**src/rtl/spike_synapse_integrator.sv**
```systemverilog
// Synaptic current integrator: per timestep, decays the held Q8.8 current and adds the weights
// of spiking presynaptic channels one channel per cycle, saturating at every add.
module spike_synapse_integrator #(
  parameter int unsigned N_IN        = 4,
  parameter int unsigned DECAY_SHIFT = 3,
  parameter int unsigned AW          = 2
) (
  input  logic                clk,
  input  logic                rst,
  input  logic [N_IN-1:0]     spike_in_i,
  input  logic                step_i,
  input  logic                wr_en_i,
  input  logic [AW-1:0]       wr_addr_i,
  input  logic [15:0]         wr_data_i,
  output logic                wr_ready_o,
  output logic signed [15:0]  i_syn_o,
  output logic                i_valid_o,
  output logic                busy_o,
  output logic                overrun_o
);

  localparam int unsigned IW = (N_IN > 1) ? $clog2(N_IN) : 1;

  typedef enum logic [1:0] {StIdle, StDecay, StAccum, StDone} state_e;

  state_e             state_q;
  logic [N_IN-1:0]    spike_lat_q;
  logic [IW-1:0]      idx_q;
  logic signed [15:0] acc_q;
  logic signed [15:0] i_syn_q;
  logic               i_valid_q;
  logic               overrun_q;
  logic signed [15:0] weight_q [N_IN];

  logic signed [15:0] w_sel;
  logic               spk_sel;
  logic [16:0]        sum17;
  logic signed [15:0] sat_sum;
  logic signed [15:0] decayed;

  always_comb begin
    w_sel   = '0;
    spk_sel = 1'b0;
    for (int i = 0; i < N_IN; i++) begin
      if (idx_q == IW'(i)) begin
        w_sel   = weight_q[i];
        spk_sel = spike_lat_q[i];
      end
    end
  end

  // 17-bit sum overflows exactly when its top two bits disagree.
  always_comb begin
    sum17 = {acc_q[15], acc_q} + {w_sel[15], w_sel};
    if (sum17[16] != sum17[15]) begin
      sat_sum = sum17[16] ? 16'sh8000 : 16'sh7fff;
    end else begin
      sat_sum = sum17[15:0];
    end
    decayed = i_syn_q - (i_syn_q >>> DECAY_SHIFT);
  end

  assign busy_o     = (state_q != StIdle);
  assign wr_ready_o = !busy_o;
  assign i_syn_o    = i_syn_q;
  assign i_valid_o  = i_valid_q;
  assign overrun_o  = overrun_q;

  always_ff @(posedge clk or posedge rst) begin
    if (rst) begin
      state_q     <= StIdle;
      spike_lat_q <= '0;
      idx_q       <= '0;
      acc_q       <= '0;
      i_syn_q     <= '0;
      i_valid_q   <= 1'b0;
      overrun_q   <= 1'b0;
    end else begin
      i_valid_q <= 1'b0;
      if (step_i && (state_q != StIdle)) begin
        overrun_q <= 1'b1;
      end
      case (state_q)
        StIdle: begin
          if (step_i) begin
            spike_lat_q <= spike_in_i;
            state_q     <= StDecay;
          end
        end
        StDecay: begin
          acc_q   <= decayed;
          idx_q   <= '0;
          state_q <= StAccum;
        end
        StAccum: begin
          if (spk_sel) begin
            acc_q <= sat_sum;
          end
          if (idx_q == IW'(N_IN - 1)) begin
            state_q <= StDone;
          end else begin
            idx_q <= idx_q + 1'b1;
          end
        end
        StDone: begin
          i_syn_q   <= acc_q;
          i_valid_q <= 1'b1;
          state_q   <= StIdle;
        end
        default: state_q <= StIdle;
      endcase
    end
  end

  // Writes are only accepted in idle, so weights stay frozen across a timestep.
  always_ff @(posedge clk or posedge rst) begin
    if (rst) begin
      for (int i = 0; i < N_IN; i++) begin
        weight_q[i] <= '0;
      end
    end else if (wr_en_i && wr_ready_o) begin
      for (int i = 0; i < N_IN; i++) begin
        if (wr_addr_i == AW'(i)) begin
          weight_q[i] <= wr_data_i;
        end
      end
    end
  end

endmodule

```
**config.mk**
```make
export PLATFORM = sky130hd
export DESIGN_NAME = spike_synapse_integrator
export DESIGN_NICKNAME = d
export VERILOG_FILES = /design/src/rtl/spike_synapse_integrator.sv
export SDC_FILE = /design/constraint.sdc
export NUM_CORES = 1
export LEC_CHECK = 0
export ABC_AREA = 1
export BUFFER_PORTS_ARGS = -buffer_cell sky130_fd_sc_hd__clkbuf_2
export CAP_MARGIN = 30
export CORE_MARGIN = 8
export CORE_UTILIZATION = 35
export DETAILED_ROUTE_END_ITERATION = 16
export GPL_TIMING_DRIVEN = 0
export PLACE_DENSITY_LB_ADDON = 0.05
export SYNTH_ARGS = -nofsm -noshare
export SYNTH_HDL_FRONTEND = slang
export SYNTH_SLANG_ARGS = --single-unit
```
**constraint.sdc**
```tcl
create_clock -name clk -period 8.7 [get_ports clk]
set_input_delay 1.305 -clock clk [delete_from_list [all_inputs] [get_ports clk]]
set_output_delay 1.305 -clock clk [all_outputs]
set_load 0.01 [all_outputs]
```
==> results of run 1 <==
area by class of cell:
class,count,share of cell area
flip-flops and latches,106,0.355
plain buffers,32,0.0189
inverters,115,0.0584
multi-input cells,650,0.454
clock inverters,7,0.0107
well taps,234,0.0392
clock buffers,9,0.0301
repair buffers,46,0.0338
cell families (layout without fill, tap and decap cells):
kind of cell | Yosys count | in the layout | synth area share
and+or+nand+nor | 396 | 396 | 0.247
AOI/OAI and AO/OA | 201 | 201 | 0.169
xor gates and xnor gates | 8 | 8 | 0.0106
muxes | 4 | 4 | 0.00680
DFF | 106 | 106 | 0.401
adders and majority gates | 41 | 41 | 0.0798
buffers and inverters | 147 | 209 | 0.0866
cells in the final DEF, fill, tap and decap left out, types with 3 or more instances in the layout:
master / count
nand2_1: 274
o21ai_0: 113
inv_1: 110
dfrtp_1: 106
nand3_1: 50
a21oi_1: 48
clkbuf_2: 45
nor2_1: 44
ha_1: 39
clkbuf_1: 23
o211ai_1: 16
a21oi_2: 12
nand2_2: 12
clkbuf_16: 9
xor2_1: 8
nand4_1: 6
buf_2: 5
mux2_2: 4
inv_2: 3
a21o_1: 3
nand3b_1: 3
worst max-delay path by stage:
stage | to | slack (ps) | depth (start not counted)
3_5_place_dp | acc_q[14] | 4790 | 21
3_3_place_gp | acc_q[12] | 2960 | 2
6_report | acc_q[14] | 4880 | 21
4_1_cts | acc_q[0] | 4760 | 21
5_1_grt | acc_q[0] | 4430 | 21
2_1_floorplan | acc_q[0] | 4610 | 1
critical path: stages, from the launching register on:
cell      delay, ps
dfrtp_1         410
inv_1           120
ha_1            150
buf_2           190
clkinv_1        270
clkbuf_1        300
o211ai_1        210
o21ai_0         130
ha_1            230
fa_1            410
nand2_1          80
nand2_1         100
nand3_1         120
nand2_2          90
nand2_1         100
nand2_1          70
nand2_1          60
nand2_1         100
a21oi_2         330
nand2_1         110
nand3_1          80
nand2_1          50
registers in the layout (all words and copies together) (netlist names):
| name | count |
|---|---|
| state_q | 2 |
| i_valid_o | 1 |
| idx_q | 2 |
| i_syn_o | 16 |
| acc_q | 16 |
| weight_q | 64 |
| spike_lat_q | 4 |
| overrun_o | 1 |
stage by stage:
| step | hold slack (ps) | cell area, um^2 | worst slack [ps] | std cells |
|---|---|---|---|---|
| after floorplan | 453 | 6620 | 4610 | 903 |
| after global placement | 440 | 7140 | 2960 | 1182 |
| after detailed placement | 447 | 7170 | 4790 | 1183 |
| after CTS | 468 | 7480 | 4760 | 1199 |
| after global routing | 501 | 7480 | 4430 | 1199 |
| final | 461 | 7480 | 4880 | 1199 |
per-layer routing:
metal  routed length [um]  global-route usage
met3                  453              0.0266
met2                 9160               0.281
met1                 9260               0.221
met4                  113              0.0294
met5                    0                   0
==> results.toml, run 1 <==
[outcome]
status = "completed"

[cts]
cts_resized = 0
cts_tree = "built"
cts-root-buf = "clkbuf_16"
numCtsBuffers = 9
cts_hold_buf = 0
post_cts_buffers = 0
clockBufferDepth = 2
clk_latency_ps = 360
cts.sinks = 106
cts_max_level = 3
clk_pin_slew_ps = 90

[setup_path]
path_max_fanout = 10
r2r_cells = 21
cp_data_required_time_ps = 8950
rr_startpoint = "idx_q[0]"
cp.arrival_ps = 4080
path_class = "reg2reg"
crit_start = "idx_q[0]"
timing.rr.end = "acc_q[14]"
crit_path_start_kind = "flop"
r2r_slack_ps = 4880
end_kind = "flop"

[logic_synthesis]
ys_ff_latch = 106
synth-edff-count = 0
syn_area_um2 = 6620
yosysTopAreaCell = "dfrtp_1"
synth_nets = 970
async_reset_ff_frac = 1.00
yosys_warnings = 0
yosys_most_used_dff = "dfrtp_1"
yosysMostFrequentCell = "nand2_1"
synth.avg_cell_area_um2 = 7.33
netlist_top_cells_count = "274 x nand2_1, 113 x o21ai_0, 111 x inv_1, 106 x dfrtp_1, 50 x nand3_1"
synth_area_leaders = "dfrtp_1 40%, nand2_1 16%, o21ai_0 8.5%"
synth.top_cell.area_share = 0.401
ys_types = 36
synthCells = 903
synth_sequential_area_ratio = 0.401

[timing]
finalHoldViolCount = 0
setup_violations = 0
fmax_ghz = 0.262
post-route-min-period_ps = 3820
finalMaxSlewViolations = 0
worst_pin_slew_ps = 644
rsz0062_at_grt = "no"
fin_worst_skew_ps = 13.2
finalSetupTns_ps = 0
fin_crit_sh = 0.439
relSlewSlack = 0.567

[placement]
dp_hpwl_um = 15100
gp_congestion = 0.872
port_buffers = 45

[die]
die-area_um2 = 23600
start_util = 0.355
die_w_um = 154
num_rows = 50
ios = 46
coreArea_um2 = 18600
die_y_um = 154

[route]
drtIter0Drc = 307
num_vias = 5813
routed_wl_um = 19000
viasPerCell = 4.85
drt_pass1_iterations = 5
antenna_left = 0
drc = 0
routedWlPerCell_um = 15.8

[grt]
grt_antenna_before_repair = 0
grt_usage = 0.166
grt_start_max_net_pins = 72
grt.overflow.total = 0
grt_pass1_vias = 5753
grt_pass1_wl_um = 31300

[min_path]
hold_depth = 1
hp-start = "overrun_o"
worstHoldPathType = "reg2reg"
hold_end = "overrun_o"

[layout]
regArea_um2 = 2650
multi_input_area_um2 = 3390
final_nets = 1027
fin_util = 0.401
area_growth_syn_to_layout_pct = 12.9
drive_gt1_frac = 0.110
antenna_cells = 0
fillerInstances = 2016

[flow_run]
max_cap_viol_count = 0
Power of run 1 is not shown: default switching activity piles up to over one toggle a cycle in this logic, so the estimate is an artifact.
==> run 2, diff against run 1 <==
==> constraint.sdc (replaced) <==
create_clock -name clk -period 4 [get_ports clk]
set_input_delay 0.6 -clock clk [delete_from_list [all_inputs] [get_ports clk]]
set_output_delay 0.6 -clock clk [all_outputs]
set_load 0.01 [all_outputs]
==> run 2 against run 1 <==
Effect of this change:
- hold slack lost 250 ps
- flip-flop and latch count is the same
- sequential share of layout area shrank 0.15 points
- clock-buffer cell count is the same
- routed wire length grew 0.36%
- non-clock buffer count grew 2
- register-to-register slack lost 4500 ps
- final cell count grew 0.17%
- core utilization grew 0.17 points
- global-route usage is the same
- design area grew 0.44%
==> results.toml, run 2 (synthesis results as in run 1) <==
[setup_path]
crit_path_cell_trace = "inv_1 -> ha_1 -> buf_2 -> buf_1 -> a21oi_1 -> nand2_1 -> o211ai_1 -> o21ai_0 -> ha_1 -> a21oi_2 -> nand2_1 -> a21oi_2 -> nand2_1 -> nand2_1 -> nand2_1 -> a21oi_4 -> nand2_1 -> nand3_1 -> nand2_1"
path_class = "reg2reg"
r2r_slack_ps = 370
cp.arrival_ps = 3890
rr_startpoint = "idx_q[1]"
path_max_fanout = 10
slowest_stage = "buf_1"
critPathMaxStageDelay_ps = 460
crit_path_start_kind = "flop"
r2r_cells = 19
end_kind = "flop"
timing.rr.end = "acc_q[14]"
cp_data_required_time_ps = 4250
cp_common_cell = "nand2_1"

[layout]
final_nets = 1029
regMostFlops = "weight_q"
drive_gt1_frac = 0.116
fillerInstances = 2010
layout.cells.non_filler = 1201
antenna_cells = 0
largest_reg_flops = 64
multi_input_area_um2 = 3400
regArea_um2 = 2650
area_growth_syn_to_layout_pct = 13.4
layout_commonest_cell = "nand2_1"
layout_common_cells = "274 x nand2_1, 113 x o21ai_0, 110 x inv_1, 106 x dfrtp_1, 50 x nand3_1"

[cts]
clk_pin_slew_ps = 90
numCtsBuffers = 9
clk_latency_ps = 360
cts_max_level = 3
cts_hold_buf = 0
cts-root-buf = "clkbuf_16"
cts.sinks = 106
cts_tree = "built"
clockBufferDepth = 2

[placement]
port_buffers = 45
gp_congestion = 0.872
dp.cells = 1183
dp_hpwl_um = 15100

[timing]
finalMaxSlewViolations = 0
relSlewSlack = 0.556
setup_violations = 0
finalHoldViolCount = 0
finalSetupTns_ps = 0
fin_worst_skew_ps = 12.7
fin_crit_sh = 0.909
worst_pin_slew_ps = 661
fmax_ghz = 0.275
post-route-min-period_ps = 3630
rsz0062_at_grt = "no"
whs_ps = 211

[die]
die_w_um = 154
coreArea_um2 = 18600
num_rows = 50
die-area_um2 = 23600
start_util = 0.355
die_y_um = 154
ios = 46

[grt]
grt_pass1_wl_um = 31300
grt_pass1_vias = 5753
grt_antenna_before_repair = 0
grt.overflow.total = 0
grt_start_max_net_pins = 72
grt_usage = 0.166

[route]
wl_met2_um = 9170
antenna_left = 0
route.met3.wl_um = 418
routedWlPerCell_um = 15.9
drt_pass1_iterations = 5
drtIter0Drc = 283
routedLengthMet1_um = 9360
drc = 0
viasPerCell = 4.84
dr.max_layer_used = "met4"
routed_wl_um = 19100
num_vias = 5817

[flow_run]
max_cap_viol_count = 0

[min_path]
worstHoldPathType = "in2async"

[outcome]
status = "completed"
run 2: metrics by stage:
step / area (um^2) / setup slack [ps] / utilization
after floorplan: 6620 / 611 / -
after global placement: 7140 / -1030 / 0.383
after detailed placement: 7170 / 93.1 / 0.385
after CTS: 7480 / 62.3 / 0.401
after global routing: 7510 / 6.77 / 0.403
final: 7510 / 365 / 0.403
run 2: cell type report:
type | instances | area share
clock buffer | 9 | 0.0300
clock inverter | 7 | 0.0107
inverter | 115 | 0.0587
sequential | 106 | 0.353
tap | 234 | 0.0390
multi-input combinational | 650 | 0.453
buffer | 31 | 0.0187
timing repair buffer | 49 | 0.0367
run 2: timing repair:
action,in CTS,in global routing
endpoints found under the setup margin,0,15
setup buffers,0,3
resized for setup,0,6
run 2: layer usage:
metal,global-route usage,vias up
li1,-,3040
met1,0.221,2701
met2,0.281,69
met3,0.0266,7
met4,0.0294,0
met5,0,-
run 2: critical path, delay by kind of cell (launching register included):
family / cells / cell delay (ps)
AOI/OAI and AO/OA: 6 / 1120
adders and majority gates: 2 / 510
buffers and inverters: 3 / 780
DFF: 1 / 420
and+or+nand+nor: 8 / 700
run 2: worst max-delay path by stage:
stage	start	end	slack [ps]	cells past startpoint
after global placement	rst	acc_q[12]	-1030	2
after floorplan	rst	acc_q[0]	610	1
after global routing	idx_q[0]	acc_q[3]	7	23
final	idx_q[1]	acc_q[14]	370	19
after CTS	idx_q[0]	acc_q[0]	60	21
after detailed placement	idx_q[0]	acc_q[14]	90	21
Power of run 2 is left out for the same reason.
